<file path="src/rtl/freq_meas_pkg.sv">
// freq_meas_pkg: shared FSM type, digit limit and
// gate-length helpers for the freq_meter_bcd counter.
package freq_meas_pkg;

  typedef enum logic [2:0] {
    IDLE,
    ARM,
    GATE,
    LATCH,
    HOLD
  } state_e;

  localparam logic [3:0] BCD_MAX = 4'd9;

  function automatic int gate_cyc(
    input int clk_fre,
    input int gate_ms
  );
    return (clk_fre / 1000) * gate_ms;
  endfunction

  // Gate shortened by 10^rng, never below one cycle.
  function automatic int gate_div(
    input int cyc,
    input int rng
  );
    int d;
    d = cyc;
    for (int i = 0; i < rng; i++) d = d / 10;
    return (d < 1) ? 1 : d;
  endfunction

endpackage

</file>
<file path="src/rtl/bcd_digit_cnt.sv">
// bcd_digit_cnt: one decimal digit of the working
// count cascade with clear, carry-in and hold.
module bcd_digit_cnt
  import freq_meas_pkg::*;
(
  input  logic       clk,
  input  logic       rst_n,
  input  logic       clr,
  input  logic       inc,
  input  logic       sat,
  output logic [3:0] digit,
  output logic       carry_out
);

  logic [3:0] digit_d;
  logic [3:0] digit_q;

  always_comb begin
    digit_d = digit_q;
    if (clr) begin
      digit_d = 4'd0;
    end else if (inc && !sat) begin
      digit_d = (digit_q == BCD_MAX) ? 4'd0
                                     : digit_q + 4'd1;
    end
  end

  always_ff @(posedge clk or negedge rst_n) begin
    if (!rst_n) digit_q <= 4'd0;
    else        digit_q <= digit_d;
  end

  assign digit     = digit_q;
  assign carry_out = (digit_q == BCD_MAX);

endmodule

</file>
<file path="src/rtl/freq_meter_bcd.sv">
// freq_meter_bcd: gated BCD frequency counter with hold.
// Optional auto-ranging gate: define FREQ_AUTORANGE_EN.
module freq_meter_bcd
  import freq_meas_pkg::*;
#(
  parameter int CLK_FRE     = 12_000_000,
  parameter int DIGITS      = 4,
  parameter int GATE_MS     = 1000,
  parameter int HOLD_GATES  = 2,
  parameter int SYNC_STAGES = 2
) (
  input  logic                clk,
  input  logic                rst_n,
  input  logic                sig_in,
  input  logic                en,
  output logic [4*DIGITS-1:0] bcd_out,
  output logic                valid,
  output logic                ovf,
  output logic                busy,
  output logic [1:0]          range
);

  localparam int GATE_CYC = gate_cyc(CLK_FRE, GATE_MS);
  localparam int CW =
    (GATE_CYC > 1) ? $clog2(GATE_CYC) : 1;
  localparam int HW =
    (HOLD_GATES > 1) ? $clog2(HOLD_GATES) : 1;
  localparam logic [CW-1:0] LIM0 =
    CW'(gate_div(GATE_CYC, 0) - 1);
  localparam logic [CW-1:0] HOLD_LAST = CW'(GATE_CYC - 1);
  localparam logic [HW-1:0] HG_LAST =
    HW'((HOLD_GATES > 0) ? HOLD_GATES - 1 : 0);

  state_e state_q, state_d;

  logic [SYNC_STAGES-1:0] sync_q, sync_d;
  logic                   dly_q, dly_d;
  logic                   sig_rise;

  logic [CW-1:0] cnt_q, cnt_d;
  logic [CW-1:0] gate_last;
  logic [HW-1:0] hg_q, hg_d;
  logic          gate_end;
  logic          hold_end;

  logic [4*DIGITS-1:0] work;
  logic [DIGITS-1:0]   carry;
  logic                count_en;
  logic                sat;
  logic                wovf_q, wovf_d;

  logic [4*DIGITS-1:0] disp_q, disp_d;
  logic                ovf_q, ovf_d;
  logic                valid_q, valid_d;

  // Synchroniser plus one delay flop for rise detection.
  always_comb begin
    sync_d = {sync_q[SYNC_STAGES-2:0], sig_in};
    dly_d  = sync_q[SYNC_STAGES-1];
  end

  assign sig_rise = sync_q[SYNC_STAGES-1] & ~dly_q;

  assign gate_end = (state_q == GATE) &&
                    (cnt_q == gate_last);
  assign hold_end = (state_q == HOLD) &&
                    (cnt_q == HOLD_LAST) &&
                    (hg_q == HG_LAST);

  always_comb begin
    state_d = state_q;
    unique case (state_q)
      IDLE:    if (en) state_d = ARM;
      ARM:     state_d = GATE;
      GATE:    if (gate_end) state_d = LATCH;
      LATCH:   state_d = (HOLD_GATES == 0) ? ARM : HOLD;
      HOLD:    if (hold_end) state_d = ARM;
      default: state_d = IDLE;
    endcase
    if (!en) state_d = IDLE;
  end

  always_comb begin
    cnt_d = cnt_q;
    hg_d  = hg_q;
    unique case (state_q)
      GATE: begin
        cnt_d = gate_end ? '0 : cnt_q + 1'b1;
      end
      HOLD: begin
        if (cnt_q == HOLD_LAST) begin
          cnt_d = '0;
          hg_d  = hg_q + 1'b1;
        end else begin
          cnt_d = cnt_q + 1'b1;
        end
      end
      default: begin
        cnt_d = '0;
        hg_d  = '0;
      end
    endcase
  end

  assign count_en = (state_q == GATE) && sig_rise;
  assign sat      = count_en && (&carry);

  for (genvar k = 0; k < DIGITS; k++) begin : g_dig
    logic inc_k;
    if (k == 0) begin : g_lsd
      assign inc_k = count_en;
    end else begin : g_up
      assign inc_k = count_en & (&carry[k-1:0]);
    end
    bcd_digit_cnt u_dig (
      .clk       (clk),
      .rst_n     (rst_n),
      .clr       (state_q == ARM),
      .inc       (inc_k),
      .sat       (sat),
      .digit     (work[4*k +: 4]),
      .carry_out (carry[k])
    );
  end

  always_comb begin
    wovf_d = wovf_q;
    if (state_q == ARM) wovf_d = 1'b0;
    else if (sat)       wovf_d = 1'b1;
  end

  always_comb begin
    disp_d  = disp_q;
    ovf_d   = ovf_q;
    valid_d = 1'b0;
    if (state_q == LATCH) begin
      disp_d  = work;
      ovf_d   = wovf_q;
      valid_d = 1'b1;
    end
  end

  always_ff @(posedge clk or negedge rst_n) begin
    if (!rst_n) begin
      state_q <= IDLE;
      sync_q  <= '0;
      dly_q   <= 1'b0;
      cnt_q   <= '0;
      hg_q    <= '0;
      wovf_q  <= 1'b0;
      disp_q  <= '0;
      ovf_q   <= 1'b0;
      valid_q <= 1'b0;
    end else begin
      state_q <= state_d;
      sync_q  <= sync_d;
      dly_q   <= dly_d;
      cnt_q   <= cnt_d;
      hg_q    <= hg_d;
      wovf_q  <= wovf_d;
      disp_q  <= disp_d;
      ovf_q   <= ovf_d;
      valid_q <= valid_d;
    end
  end

`ifdef FREQ_AUTORANGE_EN
  localparam logic [CW-1:0] LIM1 =
    CW'(gate_div(GATE_CYC, 1) - 1);
  localparam logic [CW-1:0] LIM2 =
    CW'(gate_div(GATE_CYC, 2) - 1);
  localparam logic [CW-1:0] LIM3 =
    CW'(gate_div(GATE_CYC, 3) - 1);

  // mrange_q steers the running gate; range_q reports
  // the exponent that belongs to the latched result.
  logic [1:0] mrange_q, mrange_d;
  logic [1:0] range_q, range_d;

  always_comb begin
    gate_last = LIM0;
    unique case (mrange_q)
      2'd1:    gate_last = LIM1;
      2'd2:    gate_last = LIM2;
      2'd3:    gate_last = LIM3;
      default: gate_last = LIM0;
    endcase
  end

  always_comb begin
    mrange_d = mrange_q;
    range_d  = range_q;
    if (state_q == LATCH) begin
      range_d = mrange_q;
      if (wovf_q && mrange_q != 2'd3) begin
        mrange_d = mrange_q + 2'd1;
      end else if (work[4*DIGITS-1 -: 4] == 4'd0 &&
                   mrange_q != 2'd0) begin
        mrange_d = mrange_q - 2'd1;
      end
    end
  end

  always_ff @(posedge clk or negedge rst_n) begin
    if (!rst_n) begin
      mrange_q <= 2'd0;
      range_q  <= 2'd0;
    end else begin
      mrange_q <= mrange_d;
      range_q  <= range_d;
    end
  end

  assign range = range_q;
`else
  assign gate_last = LIM0;
  assign range     = 2'd0;
`endif

  always_comb begin
    busy = (state_q == ARM) || (state_q == GATE);
  end

  assign bcd_out = disp_q;
  assign ovf     = ovf_q;
  assign valid   = valid_q;

endmodule

</file>
<file path="config.mk">
export PLATFORM = sky130hd
export DESIGN_NAME = freq_meter_bcd
export DESIGN_NICKNAME = d
export VERILOG_FILES = /design/src/rtl/freq_meas_pkg.sv /design/src/rtl/bcd_digit_cnt.sv /design/src/rtl/freq_meter_bcd.sv
export SDC_FILE = /design/constraint.sdc
export NUM_CORES = 1
export LEC_CHECK = 0
export ABC_AREA = 1
export ABC_CLOCK_PERIOD_IN_PS = 1700
export CAP_MARGIN = 20
export CORE_AREA = 10 10 89 107
export DETAILED_ROUTE_END_ITERATION = 12
export DIE_AREA = 0 0 99 117
export DONT_BUFFER_PORTS = 1
export PLACE_DENSITY = 0.66
export SYNTH_ARGS = -nofsm -noshare
export SYNTH_HDL_FRONTEND = slang
export SYNTH_HIERARCHICAL = 1
export SYNTH_SLANG_ARGS = --single-unit
</file>
<file path="constraint.sdc">
create_clock -name clk -period 1.7 [get_ports clk]
set_clock_uncertainty 0.05 [all_clocks]
set_input_delay 0.34 -clock clk [delete_from_list [all_inputs] [get_ports clk]]
set_output_delay 0.34 -clock clk [all_outputs]
set_load 0.005 [all_outputs]
</file>
==> flow_summary.json, run 1 <==
{
  "synth_seq_area_share_pct": 45.5,
  "p_leak_nw": 2.14,
  "cpMaxStageDelayCell": "dfrtp_1",
  "clock_sinks": 66,
  "p_total_mw": 4.11,
  "io_pins": 25,
  "wire_per_inst_um": 12.6,
  "drive_above_1_share_pct": 22.6,
  "h-tree-depth": 3,
  "whs_ns": -0.366,
  "critPathMaxStageDelay_ns": 0.38,
  "arrival_ns": 1.85,
  "fmax_mhz": 602,
  "synth_edf_count": 0,
  "post-route-min-period_ns": 1.66,
  "antenna_left": 0,
  "ys_seq_elements": 66,
  "r2r_slack_ns": 0.04,
  "r2r.worst_path.cells": 12,
  "holdBufCountCts": 1,
  "cp_num_cells": 12,
  "grt_max_degree": 67,
  "cap_violations": 0,
  "hold_violations": 66,
  "slew_viol_final": 0,
  "synth.top_cell.area_share_pct": 45.5,
  "hpwl_mm": 5.46,
  "wl_mm": 7.71,
  "ctsLongestPathBuffers": 2,
  "crit_chain": "inv_1, ha_2, nand3_4, inv_2, nand3_2, nor2_2, nand2_2, clkinv_4, nor2_4, buf_4, nand3_2, o21ai_2",
  "die_area_um2": 11600,
  "synth.avg_cell_area_um2": 7.60,
  "gp_congestion": 0.885,
  "peakVddDrop_mv": 0.466,
  "io_buffer_count": 0,
  "status": "complete, but fails checks",
  "vias": 3019,
  "vias_per_cell": 4.92,
  "core-area_um2": 7490,
  "diodes": 0,
  "initial_utilization_pct": 48.5,
  "hp-class": "input port to asynchronous set/reset pin",
  "powerDensity_nw_per_um2": 945,
  "grt_pass1_wl_mm": 13.0,
  "cp_max_fo": 4,
  "synthesis.area_um2": 3630,
  "setup-tns-final_ns": 0,
  "synth_flop_cell": "dfrtp_1",
  "antenna_found_initial": 0,
  "placed_cell_area_um2": 3960,
  "cts_inserted_buffers": 9,
  "fillCellCount": 656,
  "worstReg2RegStart": "g_dig[2].u_dig/digit[1]$_DFFE_PN0P_",
  "path_common_cell": "nand3_2",
  "criticalPathCategory": "flip-flop to flip-flop",
  "synth_common_cells": "nand2_1 (151), nor2_1 (78), dfrtp_1 (66), inv_1 (66), nand3_1 (22)",
  "crit_path_end_kind": "flip-flop",
  "syn_inst": 478,
  "die_width_um": 99,
  "ys_warn_count": 6,
  "area_delta_synth_final_pct": 19.8,
  "cts_root_buffer": "clkbuf_8",
  "clkTransAtPathRegs_ns": 0.07,
  "start_kind": "flip-flop",
  "die_h_um": 117,
  "rsz0062_at_grt": "true",
  "cts_tree": "done",
  "drt_pre_antenna_iters": 4,
  "yosysMostFrequentCell": "nand2_1",
  "fin_crit_sh_pct": 97.7,
  "insertion_delay_ns": 0.34,
  "final-setup-viol-count": 0,
  "final_nets": 531,
  "r2r_end": "g_dig[2].u_dig/digit[0]$_DFFE_PN0P_",
  "drc": 0,
  "path_delay_family": "simple AND/OR/NAND/NOR gates",
  "synth_cell_types": 27,
  "core.rowCount": 35,
  "critPathRequiredTime_ns": 1.89,
  "grt.overflow.total": 0,
  "violations": "hold timing",
  "fin_area_um2": 4350,
  "grt_pass1_vias": 2997,
  "first_iter_violations": 114,
  "cp_num_buf_inv": 4,
  "synth_area_leader_cell": "dfrtp_1",
  "async_reset_ff_share_pct": 100,
  "grt.total_usage_pct": 13.6,
  "netlist_top_cells_area": "dfrtp_1 (45%), nand2_1 (16%), nor2_1 (8.1%)"
}
[logic make-up after synthesis]
kind of cell	after synthesis	share of synthesized area, %
AO/OA/AOI/OAI	16	3.07
flip-flops	66	45.5
AND/OR/NAND/NOR	299	37.4
adder cells (fa/ha/maj)	9	3.10
other	1	0.103
XOR/XNOR	8	1.93
buffers and inverters	79	8.96
[stage by stage]
step / worst slack [ns] / hold WS, ns / util (%) / std cells
finish: 0.0397 / -0.366 / 58.1 / 614
global route: -0.0491 / -0.390 / 58.1 / 614
CTS: 0.00327 / -0.382 / 56.1 / 612
detailed placement: -0.117 / -0.00261 / 52.8 / 596
global placement: -0.0573 / -0.00261 / 52.8 / 596
floorplan: -0.0388 / -0.00559 / - / 479
[placed cells by master, fill, tap and decap left out, types with 2 or more instances in the layout]
cell type / instances
a21oi_1: 4
inv_1: 58
buf_6: 4
ha_1: 6
buf_4: 26
nor2_2: 9
buf_12: 2
nand2_2: 9
nand2_1: 148
nand4_1: 12
inv_4: 3
o21ai_2: 8
nand3_1: 19
conb_1: 2
inv_2: 12
o21ai_0: 3
nor3_1: 5
dfrtp_1: 66
nor3_4: 3
clkinv_2: 3
nand3_4: 6
nor2_4: 10
bufinv_16: 2
clkbuf_8: 9
nand3_2: 5
ha_4: 2
nor2_1: 71
xor2_1: 7
[where the power goes]
part	leakage, nW	switching [mW]	internal [mW]
Sequential	0.912	0.0691	1.65
Clock	0.105	0.598	0.809
Combinational	1.13	0.594	0.392
[metal layers]
layer	up-vias	share of wire [%]	GRT usage, %	routed length, um
met3	18	3.4	3.29	259
met2	50	54	25.5	4180
met1	1411	40	13.8	3080
met5	-	0	0	0
li1	1540	-	-	-
met4	0	2.5	6.89	195
[cell type report]
type                       instances  area [um^2]  area share, %
multi-input combinational        334         1800           41.3
sequential                        66         1650           38.0
timing repair buffer              33          290           6.67
inverter                          74          290           6.67
clock buffer                       9          124           2.85
tap                               92          115           2.65
clock inverter                     6         82.6           1.90
[what timing repair did]
item,in CTS,in global routing
pin swaps,1,14
endpoints found under the setup margin,17,38
gates resized for setup,9,38
hold endpoints to repair,67,66
setup buffers,0,2
[registers in the layout, indices dropped and copies added, names as in the netlist]
signal	cells
cnt_q	24
bcd_out	16
g_dig.u_dig/digit	16
state_q	3
sync_q	2
dly_q	1
hg_q	1
ovf	1
valid	1
wovf_q	1
[worst max path at each step]
stage / start / to / slack (ns)
after floorplan: g_dig[0].u_dig/digit[0]$_DFFE_PN0P_ / g_dig[0].u_dig/digit[0]$_DFFE_PN0P_ / -0.04
after global placement: g_dig[0].u_dig/digit[1]$_DFFE_PN0P_ / g_dig[1].u_dig/digit[0]$_DFFE_PN0P_ / -0.06
after detailed placement: g_dig[0].u_dig/digit[1]$_DFFE_PN0P_ / g_dig[2].u_dig/digit[1]$_DFFE_PN0P_ / -0.12
after CTS: g_dig[0].u_dig/digit[1]$_DFFE_PN0P_ / g_dig[0].u_dig/digit[0]$_DFFE_PN0P_ / 0.003
after global routing: g_dig[0].u_dig/digit[1]$_DFFE_PN0P_ / g_dig[2].u_dig/digit[2]$_DFFE_PN0P_ / -0.05
final: g_dig[2].u_dig/digit[1]$_DFFE_PN0P_ / g_dig[2].u_dig/digit[0]$_DFFE_PN0P_ / 0.04
(Power assumes the default switching activity.)
==> run 2, diff against run 1 <==
CAP_MARGIN = 15   (was 20)
==> results of run 2 <==
No change in the layout: final DEF, timing and power equal those of run 1.
